**src/rtl/serial_subtractor_if.sv**
```systemverilog
// Ready/valid operand and result channels for the bit-serial subtractor.
// master = producer/consumer side, slave = subtractor side.
interface serial_subtractor_if #(
   parameter int N = 8
);
   logic         i_valid;
   logic         o_ready;
   logic [N-1:0] a;
   logic [N-1:0] b;
   logic         o_valid;
   logic         i_ready;
   logic [N-1:0] diff;
   logic         borrow;
   logic         overflow;

   modport master (
      output i_valid, a, b, i_ready,
      input  o_ready, o_valid, diff, borrow, overflow
   );

   modport slave (
      input  i_valid, a, b, i_ready,
      output o_ready, o_valid, diff, borrow, overflow
   );
endinterface

```
**src/rtl/serial_subtractor.sv**
```systemverilog
// Bit-serial a - b, LSB first, one full-subtractor cell plus a registered borrow.
// state | meaning
// IDLE  | o_ready high, waiting for operands
// SHIFT | one operand bit per clock, N clocks
// DONE  | o_valid high, result held until i_ready
module serial_subtractor #(
   parameter int N = 8
) (
   input logic                clk,
   input logic                rst,
   serial_subtractor_if.slave bus
);
   localparam int CW = $clog2(N);

   typedef enum logic [1:0] {
      IDLE  = 2'd0,
      SHIFT = 2'd1,
      DONE  = 2'd2
   } state_t;

   state_t       state;
   state_t       state_nxt;
   logic [N-1:0] a_sh;
   logic [N-1:0] b_sh;
   logic [N-1:0] res_sh;
   logic [N-1:0] diff_q;
   logic [CW-1:0] cnt;
   logic         bw;
   logic         borrow_q;
   logic         overflow_q;
   logic         a_msb;
   logic         b_msb;
   logic         x;
   logic         y;
   logic         d;
   logic         bw_nxt;
   logic         last_bit;
   logic         accept;
   logic         ready_c;
   logic         valid_c;

   assign x        = a_sh[0];
   assign y        = b_sh[0];
   assign d        = x ^ y ^ bw;
   assign bw_nxt   = (~x & y) | (~(x ^ y) & bw);
   assign last_bit = (cnt == CW'(N - 1));
   assign accept   = (state == IDLE) && bus.i_valid;

   always_comb begin
      state_nxt = state;
      ready_c   = 1'b0;
      valid_c   = 1'b0;
      case (state)
         IDLE: begin
            ready_c = 1'b1;
            if (bus.i_valid) state_nxt = SHIFT;
         end
         SHIFT: begin
            if (last_bit) state_nxt = DONE;
         end
         DONE: begin
            valid_c = 1'b1;
            if (bus.i_ready) state_nxt = IDLE;
         end
         default: state_nxt = IDLE;
      endcase
   end

   always_ff @(posedge clk or negedge rst) begin
      if (!rst) state <= IDLE;
      else      state <= state_nxt;
   end

   always_ff @(posedge clk or negedge rst) begin
      if (!rst) begin
         a_sh       <= '0;
         b_sh       <= '0;
         res_sh     <= '0;
         diff_q     <= '0;
         cnt        <= '0;
         bw         <= 1'b0;
         borrow_q   <= 1'b0;
         overflow_q <= 1'b0;
         a_msb      <= 1'b0;
         b_msb      <= 1'b0;
      end else if (accept) begin
         a_sh   <= bus.a;
         b_sh   <= bus.b;
         a_msb  <= bus.a[N-1];
         b_msb  <= bus.b[N-1];
         res_sh <= '0;
         bw     <= 1'b0;
         cnt    <= '0;
      end else if (state == SHIFT) begin
         a_sh   <= a_sh >> 1;
         b_sh   <= b_sh >> 1;
         res_sh <= {d, res_sh[N-1:1]};
         bw     <= bw_nxt;
         if (!last_bit) begin
            cnt <= cnt + CW'(1);
         end else begin
            // The final cell output is the result MSB; the operand MSBs were saved at accept.
            diff_q     <= {d, res_sh[N-1:1]};
            borrow_q   <= bw_nxt;
            overflow_q <= (a_msb ^ b_msb) & (d ^ a_msb);
         end
      end
   end

   assign bus.o_ready  = ready_c;
   assign bus.o_valid  = valid_c;
   assign bus.diff     = diff_q;
   assign bus.borrow   = borrow_q;
   assign bus.overflow = overflow_q;
endmodule
```
**src/flat_wrapper.sv**
```systemverilog
// flat-port wrapper written by rule: the top's interface ports become plain ports
module serial_subtractor_flat 
#(
   parameter int N = 8
)
  (clk, rst, bus_i_valid, bus_a, bus_b, bus_i_ready, bus_o_ready, bus_o_valid, bus_diff, bus_borrow, bus_overflow);
  serial_subtractor_if #(.N(N)) bus_i ();
  input logic clk;
  input logic rst;
  input wire logic [$bits(bus_i.i_valid)-1:0] bus_i_valid;
  input wire logic [$bits(bus_i.a)-1:0] bus_a;
  input wire logic [$bits(bus_i.b)-1:0] bus_b;
  input wire logic [$bits(bus_i.i_ready)-1:0] bus_i_ready;
  output wire logic [$bits(bus_i.o_ready)-1:0] bus_o_ready;
  output wire logic [$bits(bus_i.o_valid)-1:0] bus_o_valid;
  output wire logic [$bits(bus_i.diff)-1:0] bus_diff;
  output wire logic [$bits(bus_i.borrow)-1:0] bus_borrow;
  output wire logic [$bits(bus_i.overflow)-1:0] bus_overflow;
  assign bus_i.i_valid = bus_i_valid;
  assign bus_i.a = bus_a;
  assign bus_i.b = bus_b;
  assign bus_i.i_ready = bus_i_ready;
  assign bus_o_ready = bus_i.o_ready;
  assign bus_o_valid = bus_i.o_valid;
  assign bus_diff = bus_i.diff;
  assign bus_borrow = bus_i.borrow;
  assign bus_overflow = bus_i.overflow;
  serial_subtractor #(.N(N)) u_core (.clk(clk), .rst(rst), .bus(bus_i));
endmodule
```
**config.mk**
```make
export PLATFORM = sky130hd
export DESIGN_NAME = serial_subtractor_flat
export DESIGN_NICKNAME = d
export VERILOG_FILES = /design/src/rtl/serial_subtractor_if.sv /design/src/rtl/serial_subtractor.sv /design/src/flat_wrapper.sv
export SDC_FILE = /design/constraint.sdc
export NUM_CORES = 1
export LEC_CHECK = 0
export BUFFER_PORTS_ARGS = -buffer_cell sky130_fd_sc_hd__buf_2
export CAP_MARGIN = 20
export CELL_PAD_IN_SITES_DETAIL_PLACEMENT = 0
export CELL_PAD_IN_SITES_GLOBAL_PLACEMENT = 1
export CORE_ASPECT_RATIO = 1.5
export CORE_MARGIN = 5
export CORE_UTILIZATION = 46
export CTS_BUF_LIST = sky130_fd_sc_hd__clkbuf_2 sky130_fd_sc_hd__clkbuf_4 sky130_fd_sc_hd__clkbuf_8
export DETAILED_ROUTE_END_ITERATION = 16
export PLACE_DENSITY_LB_ADDON = 0.25
export RECOVER_POWER = 100
export SYNTH_ARGS = -nofsm -noshare
export SYNTH_HDL_FRONTEND = slang
export SYNTH_SLANG_ARGS = --single-unit
```
**constraint.sdc**
```tcl
create_clock -name clk -period 2 [get_ports clk]
set_clock_uncertainty 0.2 [all_clocks]
set_input_delay 0.4 -clock clk [delete_from_list [all_inputs] [get_ports clk]]
set_output_delay 0.4 -clock clk [all_outputs]
set_load 0.005 [all_outputs]
```
### After elaboration in Yosys (flattened, before gate mapping)

Index checks and enable logic that the tools add are counted.

| operators by class | value |
|---|---|
| add/sub/neg operators | 1 |
| equal/unequal tests | 7 |
| mux-type cells | 17 |
| bitwise gates (word level) | 11 |
| reduce and logical (&&, ||, !) cells | 6 |

Operators by type and width:

| cell | count |
|---|---|
| $mux W8 | 6 |
| $mux W3 | 3 |
| $mux W2 | 3 |
| $ne A2 B2 Y1 const B | 3 |
| $pmux W2 S3 | 1 |
| $reduce_and A3 Y1 | 2 |
| $mux W1 | 4 |
| $xor A1 B1 Y1 | 4 |
| $add A3 B1 Y3 const B | 1 |
| $and A1 B1 Y1 | 3 |
| $eq A3 B3 Y1 const B | 1 |
| $not A1 Y1 | 3 |
| $eq A2 B1 Y1 const B | 1 |
| $eq A2 B2 Y1 const B | 1 |
| $logic_not A2 Y1 | 1 |
| $ne A2 B1 Y1 const B | 1 |
| $reduce_and A2 Y1 | 1 |
| $reduce_bool A2 Y1 | 1 |
| $logic_and A1 B1 Y1 | 1 |
| $or A1 B1 Y1 | 1 |

| storage, ports and cells | value |
|---|---|
| flip-flop bits (word level) | 42 |
| input port bits | 20 |
| output and inout bits | 12 |
| logic and storage cells | 53 |

### Logic depth before layout (Yosys ltp)

Gate-level depths: netlist of the first run.

| depth | value |
|---|---|
| word-level depth | 6 |
| mapped depth | 6 |
| gate-level depth less buffers | 5 |

### Least setup slack after synthesis of the first run

No wires, ideal clock.

| path | value |
|---|---|
| path kind | reg2reg |
| start | register u_core.cnt[0] |
| end | register u_core.cnt[0] |
| setup time | 125 ps |
| data arrival time | 1358 ps |
| required time | 1675 ps |
| setup slack | 317 ps |
| stages on the path, launching flop included | 6 |
| path buffers | 0 |
| period minus slack after synthesis | 1683 ps |
| path through | dfrtp_1 > ha_1 > ha_1 > nor3b_4 > nor2_1 > mux2_2 |

| on the way | value |
|---|---|
| word-level cells in the longest chain between the ends | 4 |
| elaborated cells between the ends (all ways) | 7 |
| those cells by class | add/sub: 1; eq/ne: 2; mux: 3; reduce/logical: 1 |

RTL lines:

| item | RTL line | text |
|---|---|---|
| start, declared | serial_subtractor.sv:27 | `logic [CW-1:0] cnt;` |
| start signal, assigned | serial_subtractor.sv:100 | `cnt <= cnt + CW'(1);` |
| $add A3 B1 Y3 | serial_subtractor.sv:100 |  |
| $mux W3 | serial_subtractor.sv:99 | `if (!last_bit) begin` |
| $mux W3 | serial_subtractor.sv:94 | `end else if (state == SHIFT) begin` |
| $mux W3 | serial_subtractor.sv:86 | `end else if (accept) begin` |

Parallel ways exist; a longest one is shown, timed or not. The select of a mux whose other input is x is not followed.
A chain may end at the register's enable or synchronous reset.

### Final worst setup path of the first run

| path | value |
|---|---|
| start | register u_core.state[1] |
| end | register u_core.res_sh[2] |

| on the way | value |
|---|---|
| word-level cells in the longest chain between the ends | 3 |
| elaborated cells between the ends (all ways) | 5 |
| those cells by class | eq/ne: 1; mux: 1; reduce/logical: 3 |

RTL lines:

| item | RTL line | text |
|---|---|---|
| start, declared | serial_subtractor.sv:21 | `state_t state;` |
| start signal, assigned | serial_subtractor.sv:71 | `else state <= state_nxt;` |
| $logic_not A2 Y1 | serial_subtractor.sv:47 | `assign accept = (state == IDLE) && bus.i_valid;` |
| $logic_and A1 B1 Y1 | serial_subtractor.sv:47 |  |
| $mux W8 or $reduce_bool A2 Y1 (tied branches) | n/a |  |
| end signal, assigned | serial_subtractor.sv:97 | `res_sh <= {d, res_sh[N-1:1]};` |
| end, declared | serial_subtractor.sv:25 | `logic [N-1:0] res_sh;` |

Parallel ways exist; a longest one is shown, timed or not.

==> reports/metrics.yaml, run 1 <==
run_status:
  status: "complete, no violations"
floorplanning:
  die_area_mm2: 0.00540
  die_h_um: 87.6
  die_x_um: 61.7
  initial_core_util_pct: 47.0
  num_rows: 28
  io_pins: 32
  core_area_mm2: 0.00392
synth:
  synth_top_family_by_area: "compound AO/OA/AOI/OAI gates"
  synthesis.nets: 173
  synthXorXnorAreaFrac_pct: 0
  synth_mux_area_share_pct: 12.7
  yosys_warnings: 0
  syn_avg_cell_area_um2: 12.3
  synth-simple-area-share_pct: 11.6
  synth_top_area_cell: "dfrtp_1"
  async_reset_ff_share_pct: 100
  yosysTopAreaCellShare_pct: 55.6
  netlist_instances: 150
  synth_compound_area_share_pct: 12.8
  synth.area.top_cells: "dfrtp_1 (56%), mux2i_1 (6.0%), nand2_1 (5.7%)"
  synth_seq_cells: 41
  synth_edf_count: 0
  syn_area_mm2: 0.00184
  synth-main-ff-cell: "dfrtp_1"
  ys_seq_area_share_pct: 55.6
  yosys.area_share.adder_pct: 2.44
  yosysUniqueCellTypes: 31
cts:
  postCtsSetupBuffers: 0
  clockRootBuffer: "clkbuf_8"
  cts.sinks: 41
  clock_latency_ns: 0.29
  h-tree-depth: 2
  numCtsBuffers: 5
  clk_path_buf_depth: 2
  cts_tree: "yes"
  clkTransAtPathRegs_ns: 0.08
grt:
  antenna_found_initial: 0
  grt_overflow: 0
  first_global_vias: 1217
  grt_pass1_wl_mm: 5.51
  track_usage_pct: 13.5
  grt_max_degree: 25
sta:
  slew-limit-headroom_pct: 53.8
  rsz0062_at_grt: "false"
  worst_pin_slew_ns: 0.693
  period_minus_slack_ns: 1.83
  fin_crit_sh_pct: 91.7
  fin_setup_tns_ns: 0
  hold_viol: 0
  setup_viol: 0
  fmax_ghz: 0.545
  report.final.slew_viol_count: 0
drt:
  drt-initial-drc-count: 19
  vias_per_cell: 5.02
  detail-route-antenna-nets: 0
  drt_drc_violations_left: 0
  post_drt_wl_per_cell_um: 13.5
  dr.pass1.iters: 3
  dr_total_vias: 1159
  wirelength_mm: 3.12
cells_and_area:
  nFillCells: 374
  layout_common_cells: "dfrtp_1 (40), nand2_1 (28), buf_2 (23)"
  multiInputGateArea_um2: 726
  n_antenna_cell: 0
  final_common_cell: "dfrtp_1"
  stdcell_count: 231
  post-route-util_pct: 54.2
  final_nets: 208
  seqCellArea_mm2: 0.00103
  final_layout_size_suffix_gt1_share_pct: 29.6
  area_delta_synth_final_pct: 15.3
placed_design:
  place_inst: 222
  hpwlAfterDp_mm: 2.28
  numPortBuffers: 31
  gp_congestion: 0.706
pwr:
  finalPower_mw: 3.34
  p_per_area_mw_per_mm2: 1570
  cellLeakagePower_nw: 1.03
  irDropWorstVdd_mv: 0.786
hold_path:
  min-delay-start: "bus_i_ready"
  hold_path.class: "primary input to flop"
worst_setup_path:
  regToRegStartpoint: "u_core.state[1]"
  cp_slowest_stage_delay_ns: 0.59
  critPathKind: "flop to flop"
  start_kind: "flop"
  startpoint: "u_core.state[1]"
  crit_arrival_ns: 1.84
  crit_required_ns: 2.01
  cp_slowest_cell: "nand2b_1"
  crit_fanout: 12
  cp_cell_sequence: "nand2b_1, buf_4, nand2_1, o21ai_0"
  end_kind: "flop"
run:
  cap_violations: 0
## per-stage QoR
stage	area, µm²	hold WS (ns)	setup slack [ns]
final	2130	0.0733	0.166
after global routing	2130	0.0676	0.0408
after CTS	2170	0.0706	0.0951
after detailed placement	2040	0.202	0.206
after global placement	2040	0.201	0.283
after floorplan	1840	-0.0956	0.317
## synth_stat cells, drive strengths merged (2+ instances only)
master / number
nor2: 3
inv: 4
a22o: 6
ha: 2
buf: 7
nor3b: 3
nor2b: 2
a21o: 2
mux2i: 11
dfrtp: 41
o21ai: 21
mux2: 11
nand2: 28
## worst paths after layout
kind,end,cells after the start,slack (ns)
setup / recovery,u_core.res_sh[2],4,0.17
max in group asynchronous,u_core.state[1],3,0.28
min in group asynchronous,u_core.bus.overflow,2,0.42
hold / removal,u_core.state[1],2,0.07
setup reg to reg,u_core.res_sh[2],4,0.17
hold reg to reg,u_core.bus.overflow,2,0.28
## state kept, by name, indices dropped and copies added, names as in the netlist
name	flops
u_core.bus.overflow	1
u_core.bw	1
u_core.res_sh	7
u_core.b_msb	1
u_core.a_msb	1
u_core.cnt	3
u_core.b_sh	8
u_core.state	2
u_core.bus.diff	8
u_core.bus.borrow	1
u_core.a_sh	8
## layout make-up
| class | count | share of cell area [%] |
|---|---|---|
| Inverter | 4 | 0.706 |
| Clock inverter | 2 | 1.77 |
| Timing Repair Buffer | 36 | 8.53 |
| Tap cell | 45 | 2.65 |
| Clock buffer | 6 | 3.88 |
| Sequential cell | 41 | 48.3 |
| Multi-Input combinational cell | 97 | 34.1 |
## report_power, final
part / switching (mW) / leakage, nW / internal [mW]
Sequential: 0.217 / 0.520 / 1.18
Combinational: 0.633 / 0.456 / 0.613
Clock: 0.282 / 0.0574 / 0.406
Total: 1.13 / 1.03 / 2.20
## cells by family after synthesis
kind of cell    count (synthesis)
compound gates                 33
mux                            22
flops                          41
simple gates                   39
buf+inv                        12
fa+ha+maj                       3
## critical path: cells and delay by family, from the launching register on
| kind | cells | cell delay [ns] |
|---|---|---|
| AO/OA/AOI/OAI | 1 | 0.15 |
| buffers and inverters | 1 | 0.28 |
| flip-flops | 1 | 0.47 |
| AND/OR/NAND/NOR | 2 | 0.65 |
## per-layer routing
layer	share of wire, %	up-vias	GRT usage, %
met5	0	-	0
met4	1.6	0	4.63
met3	5.9	6	4.42
met2	50	25	22.2
met1	43	544	16.3
li1	-	584	-
## what timing repair did
| action | 4_1_cts | 5_1_grt |
|---|---|---|
| hold buffers | 1 | 0 |
| gates resized for setup | 0 | 1 |
| setup endpoints to repair | 0 | 1 |
| endpoints found under the hold margin | 20 | 0 |
No activity file was read; power rests on OpenSTA's default activity.
==> inputs of run 2 (changes only) <==
- clock period: 2 -> 1.9 ns (I/O delays scaled with it)
==> run 2 against run 1 <==
Final cell count is 0.87% higher. Utilization up 0.41 points. Hold slack got worse by 0.014 ns. Fmax grew 1.3%. Non-clock buffer count rose by 2. Sequential cell count did not move. Combinational power up 10%. Die area is the same. Sequential share of layout area decreased by 0.43 points. Register-to-register slack lost 0.08 ns. Critical endpoint is now u_core.cnt[0]. Largest cell class unchanged.
==> reports/metrics.yaml, run 2 (same netlist as run 1, synthesis figures left out) <==
sta:
  fin_setup_tns_ns: 0  # unchanged
  fmax_ghz: 0.553  # +1.3%
  slew-limit-headroom_pct: 62.6  # +8.8 points
  rsz0062_at_grt: "false"
  setup_viol: 0  # unchanged
  period_minus_slack_ns: 1.81  # -0.0237 ns
  report.final.slew_viol_count: 0  # unchanged
  hold_viol: 0  # unchanged
  worst_pin_slew_ns: 0.561  # -0.131 ns
  hold_slack_ns: 0.0598  # -0.0135 ns
  fin_crit_sh_pct: 95.3  # +3.6 points
grt:
  grt_pass1_wl_mm: 5.59  # +1.5%
  track_usage_pct: 13.8  # +0.32 points
  grt_max_degree: 25  # unchanged
  antenna_found_initial: 0  # unchanged
  grt_overflow: 0  # unchanged
  first_global_vias: 1211  # -0.49%
cts:
  clkTransAtPathRegs_ns: 0.08  # about the same
  clk_path_buf_depth: 2  # unchanged
  cts.sinks: 41  # unchanged
  numCtsBuffers: 5  # unchanged
  clock_latency_ns: 0.29  # about the same
  clockRootBuffer: "clkbuf_8"
  cts_tree: "yes"
  h-tree-depth: 2  # unchanged
placed_design:
  numPortBuffers: 31  # unchanged
  hpwlAfterDp_mm: 2.33  # +2.2%
  gp_congestion: 0.713  # +1.0%
run:
  cap_violations: 0  # unchanged
drt:
  detail-route-antenna-nets: 0  # unchanged
  dr.pass1.iters: 4  # +1
  vias_per_cell: 5.11  # +1.8%
  drt_drc_violations_left: 0  # unchanged
  drt-initial-drc-count: 42  # +23
  wirelength_mm: 3.25  # +4.2%
  dr_total_vias: 1190  # +2.7%
  post_drt_wl_per_cell_um: 13.9  # +3.3%
hold_path:
  hold_path.class: "primary input to flop"
  min_delay_path_depth: 2  # unchanged
floorplanning:
  die_h_um: 87.6  # unchanged
  io_pins: 32  # unchanged
  die_area_mm2: 0.00540  # unchanged
  die_x_um: 61.7  # unchanged
  num_rows: 28  # unchanged
  core_area_mm2: 0.00392  # unchanged
  initial_core_util_pct: 47.0  # unchanged
pwr:
  finalPower_mw: 3.47  # +4.0%
  cellLeakagePower_nw: 1.05  # +1.4%
  irDropWorstVdd_mv: 0.823  # +4.7%
  p_per_area_mw_per_mm2: 1620  # +3.3%
worst_setup_path:
  reg2reg_depth: 5  # +1
  start_kind: "flop"
  crit_required_ns: 1.87  # -0.14 ns
  critPathKind: "flop to flop"
  crit_fanout: 4  # -8
  end_kind: "flop"
  crit_arrival_ns: 1.78  # -0.06 ns
cells_and_area:
  layout_common_cells: "dfrtp_1 (41), nand2_1 (28), buf_2 (24)"
  n_antenna_cell: 0  # unchanged
  final_common_cell: "dfrtp_1"
  final_layout_size_suffix_gt1_share_pct: 31.4  # +1.8 points
  final_nets: 210  # +0.96%
  area_delta_synth_final_pct: 16.1
  post-route-util_pct: 54.6  # +0.41 points
run_status:
  status: "complete, no violations"
[run 2: changes by cell type in the layout (fill, tap and decap cells not counted), sizes merged]
cell / previous run / this run
buf: 25 / 29
bufinv: 1 / 0
clkbuf: 16 / 15
clkinv: 0 / 1
clkinvlp: 1 / 0
[run 2: worst paths after layout]
kind | start | to | slack [ns]
setup / recovery | u_core.cnt[0] | u_core.cnt[0] | 0.09
hold / removal | bus_i_ready | u_core.state[1] | 0.06
setup reg to reg | u_core.cnt[0] | u_core.cnt[0] | 0.09
hold reg to reg | u_core.bus.overflow | u_core.bus.overflow | 0.29
max in group asynchronous | rst | u_core.cnt[1] | 0.58
min in group asynchronous | rst | u_core.bus.overflow | 0.41
[run 2: area by class of cell]
type	instances	area [µm²]
Tap cell	45	56.3
Clock inverter	1	5.00
Multi-Input combinational cell	97	731
Fill cell	366	1780
Clock buffer	7	96.3
Timing Repair Buffer	38	213
Inverter	4	15.0
Sequential cell	41	1030
[run 2: worst max-delay path, stage by stage, from the launching register on]
cell and delay, ns:
dfrtp_1 0.40, ha_1 0.21, ha_1 0.25, nor3b_4 0.24, nor2_1 0.12, mux2_2 0.28
[run 2: where the power goes]
part | switching (mW) | internal [mW]
logic | 0.700 | 0.683
clock network | 0.285 | 0.328
registers | 0.228 | 1.25
[run 2: metrics by stage]
stage / worst slack [ns] / cell area [µm²] / instances
2_1_floorplan: 0.217 / 1840 / 150
3_3_place_gp: 0.186 / 2040 / 222
4_1_cts: 0.0687 / 2150 / 231
5_1_grt: 0.00747 / 2140 / 233
6_report: 0.0901 / 2140 / 233
3_5_place_dp: 0.0803 / 2040 / 222
[run 2: metal layers]
metal  GRT usage (%)  wire length, µm  vias to the layer above
li1                -                -                      592
met1            16.8             1340                      567
met2            22.8             1690                       27
met3            4.42              169                        4
met4            4.63               43                        0
met5               0                0                        -
[run 2: what timing repair did]
| action | 4_1_cts | 5_1_grt |
|---|---|---|
| buffers inserted | 0 | 2 |
| hold buffers | 1 | 0 |
| endpoints found under the hold margin | 20 | 0 |
| endpoints found under the setup margin | 0 | 1 |
| gates resized for setup | 0 | 0 |
